File: config.mk
export PLATFORM = sky130hd
export DESIGN_NAME = multicycle_control
export DESIGN_NICKNAME = d
export VERILOG_FILES = /design/src/rtl/mips_ctrl_pkg.sv /design/src/rtl/multicycle_control.sv
export SDC_FILE = /design/constraint.sdc
export NUM_CORES = 1
export LEC_CHECK = 0
export ABC_AREA = 1
export BUFFER_PORTS_ARGS = -buffer_cell sky130_fd_sc_hd__buf_4
export CAP_MARGIN = 20
export CORE_MARGIN = 4
export CORE_UTILIZATION = 46
export DETAILED_ROUTE_END_ITERATION = 8
export PLACE_DENSITY = 0.83
export SLEW_MARGIN = 25
export SYNTH_ARGS = -nofsm -noshare
export SYNTH_HDL_FRONTEND = slang
export SYNTH_SLANG_ARGS = --single-unit
export TNS_END_PERCENT = 1
File: constraint.sdc
create_clock -name clk -period 3.1 [get_ports clk]
set_clock_uncertainty 0.2 [all_clocks]
set_input_delay 0.31 -clock clk [delete_from_list [all_inputs] [get_ports clk]]
set_output_delay 0.31 -clock clk [all_outputs]
set_load 0.1 [all_outputs]
File: src/rtl/mips_ctrl_pkg.sv
// Shared encodings for the multicycle MIPS control FSM: opcodes, funct codes,
// datapath mux selects and state codes.
package mips_ctrl_pkg;

  localparam logic [5:0] OP_RTYPE = 6'b000000;
  localparam logic [5:0] OP_LW    = 6'b100011;
  localparam logic [5:0] OP_SW    = 6'b101011;
  localparam logic [5:0] OP_BEQ   = 6'b000100;
  localparam logic [5:0] OP_ADDI  = 6'b001000;
  localparam logic [5:0] OP_J     = 6'b000010;
  localparam logic [5:0] OP_JAL   = 6'b000011;

  localparam logic [5:0] FN_JR    = 6'b001000;

  localparam logic [2:0] ALUOP_ADD   = 3'b000;
  localparam logic [2:0] ALUOP_SUB   = 3'b001;
  localparam logic [2:0] ALUOP_FUNCT = 3'b010;

  localparam logic [1:0] SRCB_B      = 2'b00;
  localparam logic [1:0] SRCB_FOUR   = 2'b01;
  localparam logic [1:0] SRCB_IMM    = 2'b10;
  localparam logic [1:0] SRCB_IMM_SH = 2'b11;

  localparam logic [1:0] PCSRC_ALU    = 2'b00;
  localparam logic [1:0] PCSRC_ALUOUT = 2'b01;
  localparam logic [1:0] PCSRC_JUMP   = 2'b10;
  localparam logic [1:0] PCSRC_REG    = 2'b11;

  typedef logic [3:0] state_t;

  localparam state_t S_FETCH   = 4'd0;
  localparam state_t S_DECODE  = 4'd1;
  localparam state_t S_MEMADR  = 4'd2;
  localparam state_t S_MEMRD   = 4'd3;
  localparam state_t S_MEMWB   = 4'd4;
  localparam state_t S_MEMWR   = 4'd5;
  localparam state_t S_EXEC    = 4'd6;
  localparam state_t S_RWB     = 4'd7;
  localparam state_t S_ADDI_EX = 4'd8;
  localparam state_t S_ADDI_WB = 4'd9;
  localparam state_t S_BRANCH  = 4'd10;
  localparam state_t S_JUMP    = 4'd11;
  localparam state_t S_JAL     = 4'd12;
  localparam state_t S_JR      = 4'd13;

endpackage

File: src/rtl/multicycle_control.sv
// Main control FSM of the multicycle MIPS core. Moore outputs from the state
// register, with mem_ready gating in the memory-access states.
module multicycle_control
  import mips_ctrl_pkg::*;
(
  input  logic       clk,
  input  logic       reset,
  input  logic [5:0] opcode,
  input  logic [5:0] funct,
  input  logic       mem_ready,
  output logic       PCWrite,
  output logic       PCWriteCond,
  output logic       IorD,
  output logic       MemRead,
  output logic       MemWrite,
  output logic       IRWrite,
  output logic       MemtoReg,
  output logic       RegDst,
  output logic       JumpAndLink,
  output logic       RegWrite,
  output logic       ALUSrcA,
  output logic [1:0] ALUSrcB,
  output logic [2:0] ALUOp,
  output logic [1:0] PCSource,
  output logic       instr_done
);

  state_t r_state;
  state_t w_next;

  always_ff @(posedge clk) begin
    if (reset) begin
      r_state <= S_FETCH;
    end else begin
      r_state <= w_next;
    end
  end

  always_comb begin
    w_next      = r_state;
    PCWrite     = 1'b0;
    PCWriteCond = 1'b0;
    IorD        = 1'b0;
    MemRead     = 1'b0;
    MemWrite    = 1'b0;
    IRWrite     = 1'b0;
    MemtoReg    = 1'b0;
    RegDst      = 1'b0;
    JumpAndLink = 1'b0;
    RegWrite    = 1'b0;
    ALUSrcA     = 1'b0;
    ALUSrcB     = SRCB_B;
    ALUOp       = ALUOP_ADD;
    PCSource    = PCSRC_ALU;
    instr_done  = 1'b0;

    case (r_state)
      S_FETCH: begin
        MemRead  = 1'b1;
        ALUSrcB  = SRCB_FOUR;
        PCSource = PCSRC_ALU;
        IRWrite  = mem_ready;
        PCWrite  = mem_ready;
        if (mem_ready) begin
          w_next = S_DECODE;
        end
      end
      S_DECODE: begin
        // Speculatively form the branch target into ALUOut.
        ALUSrcB = SRCB_IMM_SH;
        case (opcode)
          OP_LW, OP_SW: w_next = S_MEMADR;
          OP_RTYPE:     w_next = (funct == FN_JR) ? S_JR : S_EXEC;
          OP_BEQ:       w_next = S_BRANCH;
          OP_ADDI:      w_next = S_ADDI_EX;
          OP_J:         w_next = S_JUMP;
          OP_JAL:       w_next = S_JAL;
          default: begin
            instr_done = 1'b1;
            w_next     = S_FETCH;
          end
        endcase
      end
      S_MEMADR: begin
        ALUSrcA = 1'b1;
        ALUSrcB = SRCB_IMM;
        w_next  = (opcode == OP_LW) ? S_MEMRD : S_MEMWR;
      end
      S_MEMRD: begin
        MemRead = 1'b1;
        IorD    = 1'b1;
        if (mem_ready) begin
          w_next = S_MEMWB;
        end
      end
      S_MEMWB: begin
        RegWrite   = 1'b1;
        MemtoReg   = 1'b1;
        instr_done = 1'b1;
        w_next     = S_FETCH;
      end
      S_MEMWR: begin
        // Write request held across stalls; memory commits on the ready cycle.
        MemWrite   = 1'b1;
        IorD       = 1'b1;
        instr_done = mem_ready;
        if (mem_ready) begin
          w_next = S_FETCH;
        end
      end
      S_EXEC: begin
        ALUSrcA = 1'b1;
        ALUSrcB = SRCB_B;
        ALUOp   = ALUOP_FUNCT;
        w_next  = S_RWB;
      end
      S_RWB: begin
        RegWrite   = 1'b1;
        RegDst     = 1'b1;
        instr_done = 1'b1;
        w_next     = S_FETCH;
      end
      S_ADDI_EX: begin
        ALUSrcA = 1'b1;
        ALUSrcB = SRCB_IMM;
        w_next  = S_ADDI_WB;
      end
      S_ADDI_WB: begin
        RegWrite   = 1'b1;
        instr_done = 1'b1;
        w_next     = S_FETCH;
      end
      S_BRANCH: begin
        ALUSrcA     = 1'b1;
        ALUSrcB     = SRCB_B;
        ALUOp       = ALUOP_SUB;
        PCWriteCond = 1'b1;
        PCSource    = PCSRC_ALUOUT;
        instr_done  = 1'b1;
        w_next      = S_FETCH;
      end
      S_JUMP: begin
        PCWrite    = 1'b1;
        PCSource   = PCSRC_JUMP;
        instr_done = 1'b1;
        w_next     = S_FETCH;
      end
      S_JAL: begin
        // Link value is the PC already incremented during FETCH.
        PCWrite     = 1'b1;
        PCSource    = PCSRC_JUMP;
        RegWrite    = 1'b1;
        JumpAndLink = 1'b1;
        instr_done  = 1'b1;
        w_next      = S_FETCH;
      end
      S_JR: begin
        PCWrite    = 1'b1;
        PCSource   = PCSRC_REG;
        instr_done = 1'b1;
        w_next     = S_FETCH;
      end
      default: w_next = S_FETCH;
    endcase

    if (reset) begin
      PCWrite     = 1'b0;
      PCWriteCond = 1'b0;
      IRWrite     = 1'b0;
      MemWrite    = 1'b0;
      RegWrite    = 1'b0;
    end
  end

endmodule

==> flow_summary.yaml <==
status:
  status: "complete, no violations"
worst_setup_path:
  start_kind: "register"
  cp_max_fo: 4
  critical_path.cell_chain: "inv_1 -> nand2_1 -> nor2_4 -> inv_1 -> o211ai_1 -> nor3_1 -> o21ai_2 -> buf_4"
  critical-path-top-cell-by-count: "sky130_fd_sc_hd__inv_1"
  worstSetupPathType: "register to primary output"
  critPathSlowestCell: "sky130_fd_sc_hd__dfxtp_1"
  required_ns: 2.59
  max_stage_delay_ns: 0.32
  critPathArrivalTime_ns: 1.80
  critical_path.endpoint_type: "primary output"
layout:
  max_reg_flops: 4
  layout.cells.most_common: "sky130_fd_sc_hd__buf_4"
  multi_input_comb_area_um2: 439
  post_route_cells_drive_above_1_share_pct: 30.3
  antennaDiodeCount: 0
  top_regs: "r_state (4)"
  syn_to_final_growth_pct: 50.0
  layout.area.seq_um2: 80.1
  num-nets-final: 172
  layout.cells.most_common_list: "32 x sky130_fd_sc_hd__buf_4, 26 x sky130_fd_sc_hd__inv_1, 26 x sky130_fd_sc_hd__nand2_1, 26 x sky130_fd_sc_hd__nor2_1, 7 x sky130_fd_sc_hd__nand3_1"
  fillerInstances: 97
  registers.top_by_ff_count: "r_state"
  post_layout_utilization_of_the_core_pct: 76.6
clock_network:
  number_of_gates_resized_after_cts: 0
  cts_setup_buffers: 0
  worst_setup_hold_path_clk_slew_ns: 0.04
  cts-hold-fix-buffers: 0
  clk-insertion-delay-late_ns: 0.24
  tritoncts: "yes"
  ctsLongestPathBuffers: 2
  clock_tree.root_cell: "sky130_fd_sc_hd__clkbuf_4"
  clock_sink_count: 4
  htree_levels: 1
  cts_made_buffers: 3
sta:
  finalHoldViolations: 0
  final.setup.tns_ns: 0
  final-max-slew-violation-count: 0
  setup_violations: 0
  grt_setup_unrepaired: "no"
  finalCritPeriodShare_pct: 74.6
  maxClockFrequency_ghz: 0.433
  shortest_period_the_worst_path_allows_ns: 2.31
floorplanning:
  design.core.area_um2: 1170
  floorplan.initialDensity_pct: 51.1
  die_area_um2: 1940
  row_count: 12
  fp.dieH_um: 44.1
  ioPinCount: 34
  die_width_um: 44.1
drt:
  routed_wire_length_per_instance_um: 10.8
  antenna_left: 0
  drt-initial-drc-count: 33
  drt-total-wl_mm: 1.82
  detailed_route_vias_per_instance: 5.13
  drcViolationCount: 0
  dr_total_vias: 867
  firstDrtPassIters: 4
place:
  gp_routability_congestion: 0.867
  dp_hpwl_mm: 1.56
  port_buffers: 32
global_routing:
  grt_antenna_before_repair: 0
  grt_first_pass_wirelength_mm: 2.90
  grt_start_max_net_pins: 10
  overflow: 0
  via_count_of_the_first_global_routing_pass: 734
  groute.usage.overall_pct: 19.7
synthesis:
  post_synth_cell_types: 19
  synth_warnings: 0
  netlist_area_pre_place_um2: 598
  synth_seq_cells: 4
  netlist_instances: 122
  post_synth.cell_area_avg_um2: 4.90
  seq_area_frac_synth_pct: 13.4
  postSynthNetCount: 137
power:
  power.total_uw: 273
  cellLeakagePower_nw: 0.515
  power_density_nw_per_um2: 304
  peakVddDrop_mv: 0.339
hold_path:
  min-delay-path-class: "input port to register"
run:
  max-cap-violations: 0
-- Yosys cell counts --
master                     count  share of area [%]
sky130_fd_sc_hd__a21oi_1       7                5.9
sky130_fd_sc_hd__buf_1         1               0.63
sky130_fd_sc_hd__buf_4         1                1.3
sky130_fd_sc_hd__conb_1        1               0.63
sky130_fd_sc_hd__dfxtp_1       4                 13
sky130_fd_sc_hd__inv_1        26                 16
sky130_fd_sc_hd__nand2_1      26                 16
sky130_fd_sc_hd__nand3_1       7                5.9
sky130_fd_sc_hd__nand3b_1      1                1.3
sky130_fd_sc_hd__nand4_1       1                1.0
sky130_fd_sc_hd__nor2_1       29                 18
sky130_fd_sc_hd__nor2_4        2                3.8
sky130_fd_sc_hd__nor3_1        5                4.2
sky130_fd_sc_hd__o211ai_1      1                1.3
sky130_fd_sc_hd__o21ai_0       6                5.0
sky130_fd_sc_hd__o21ai_2       1                1.5
sky130_fd_sc_hd__or2_1         1                1.0
sky130_fd_sc_hd__or2_2         1                1.0
sky130_fd_sc_hd__or2_4         1                1.5
-- through the flow --
step	worst slack [ns]	std cells	instance area, um2	hold slack, ns
final	0.788	169	897	0.119
after global routing	0.694	169	897	0.122
after CTS	0.795	169	897	0.116
after detailed placement	1.06	166	875	0.369
after global placement	1.11	166	875	0.367
after floorplan	-0.321	122	628	0.327
-- cells by family after synthesis --
logic type / count (synthesis) / share of synthesized area [%]
compound gates: 15 / 13.6
other cells: 1 / 0.627
flops: 4 / 13.4
simple gates: 74 / 54.2
buf+inv: 28 / 18.2
-- critical path, delay by kind of cell, from the launching register on --
kind / cells / cell delay [ns]
compound gates: 2 / 0.24
buf+inv: 3 / 0.54
flops: 1 / 0.32
simple gates: 3 / 0.46
-- routing by layer --
layer / part of all wire (%) / global-route usage (%)
met5: 0 / 0
met4: 0.83 / 7.23
met1: 41 / 23.8
met3: 11 / 6.10
met2: 47 / 32.6
-- area by class of cell --
type / count / share of cell area (%)
multi-input cells: 90 / 49.0
flip-flops and latches: 4 / 8.93
well taps: 14 / 1.95
repair buffers: 32 / 26.8
clock buffers: 3 / 2.51
inverters: 26 / 10.9
-- final timing paths --
kind                   start          to  slack [ns]  cells after the start
setup / recovery  r_state[3]  instr_done        0.79                      8
hold / removal         reset  r_state[0]        0.12                      2
setup reg to reg  r_state[3]  r_state[0]        1.46                      7
hold reg to reg   r_state[0]  r_state[0]        0.41                      3
-- power breakdown --
part / switching [mW] / internal (mW)
sequential: 0.00221 / 0.0541
clock: 0.0232 / 0.0434
combinational: 0.113 / 0.0368
total: 0.139 / 0.134
Power figures use the tool's default switching activity.
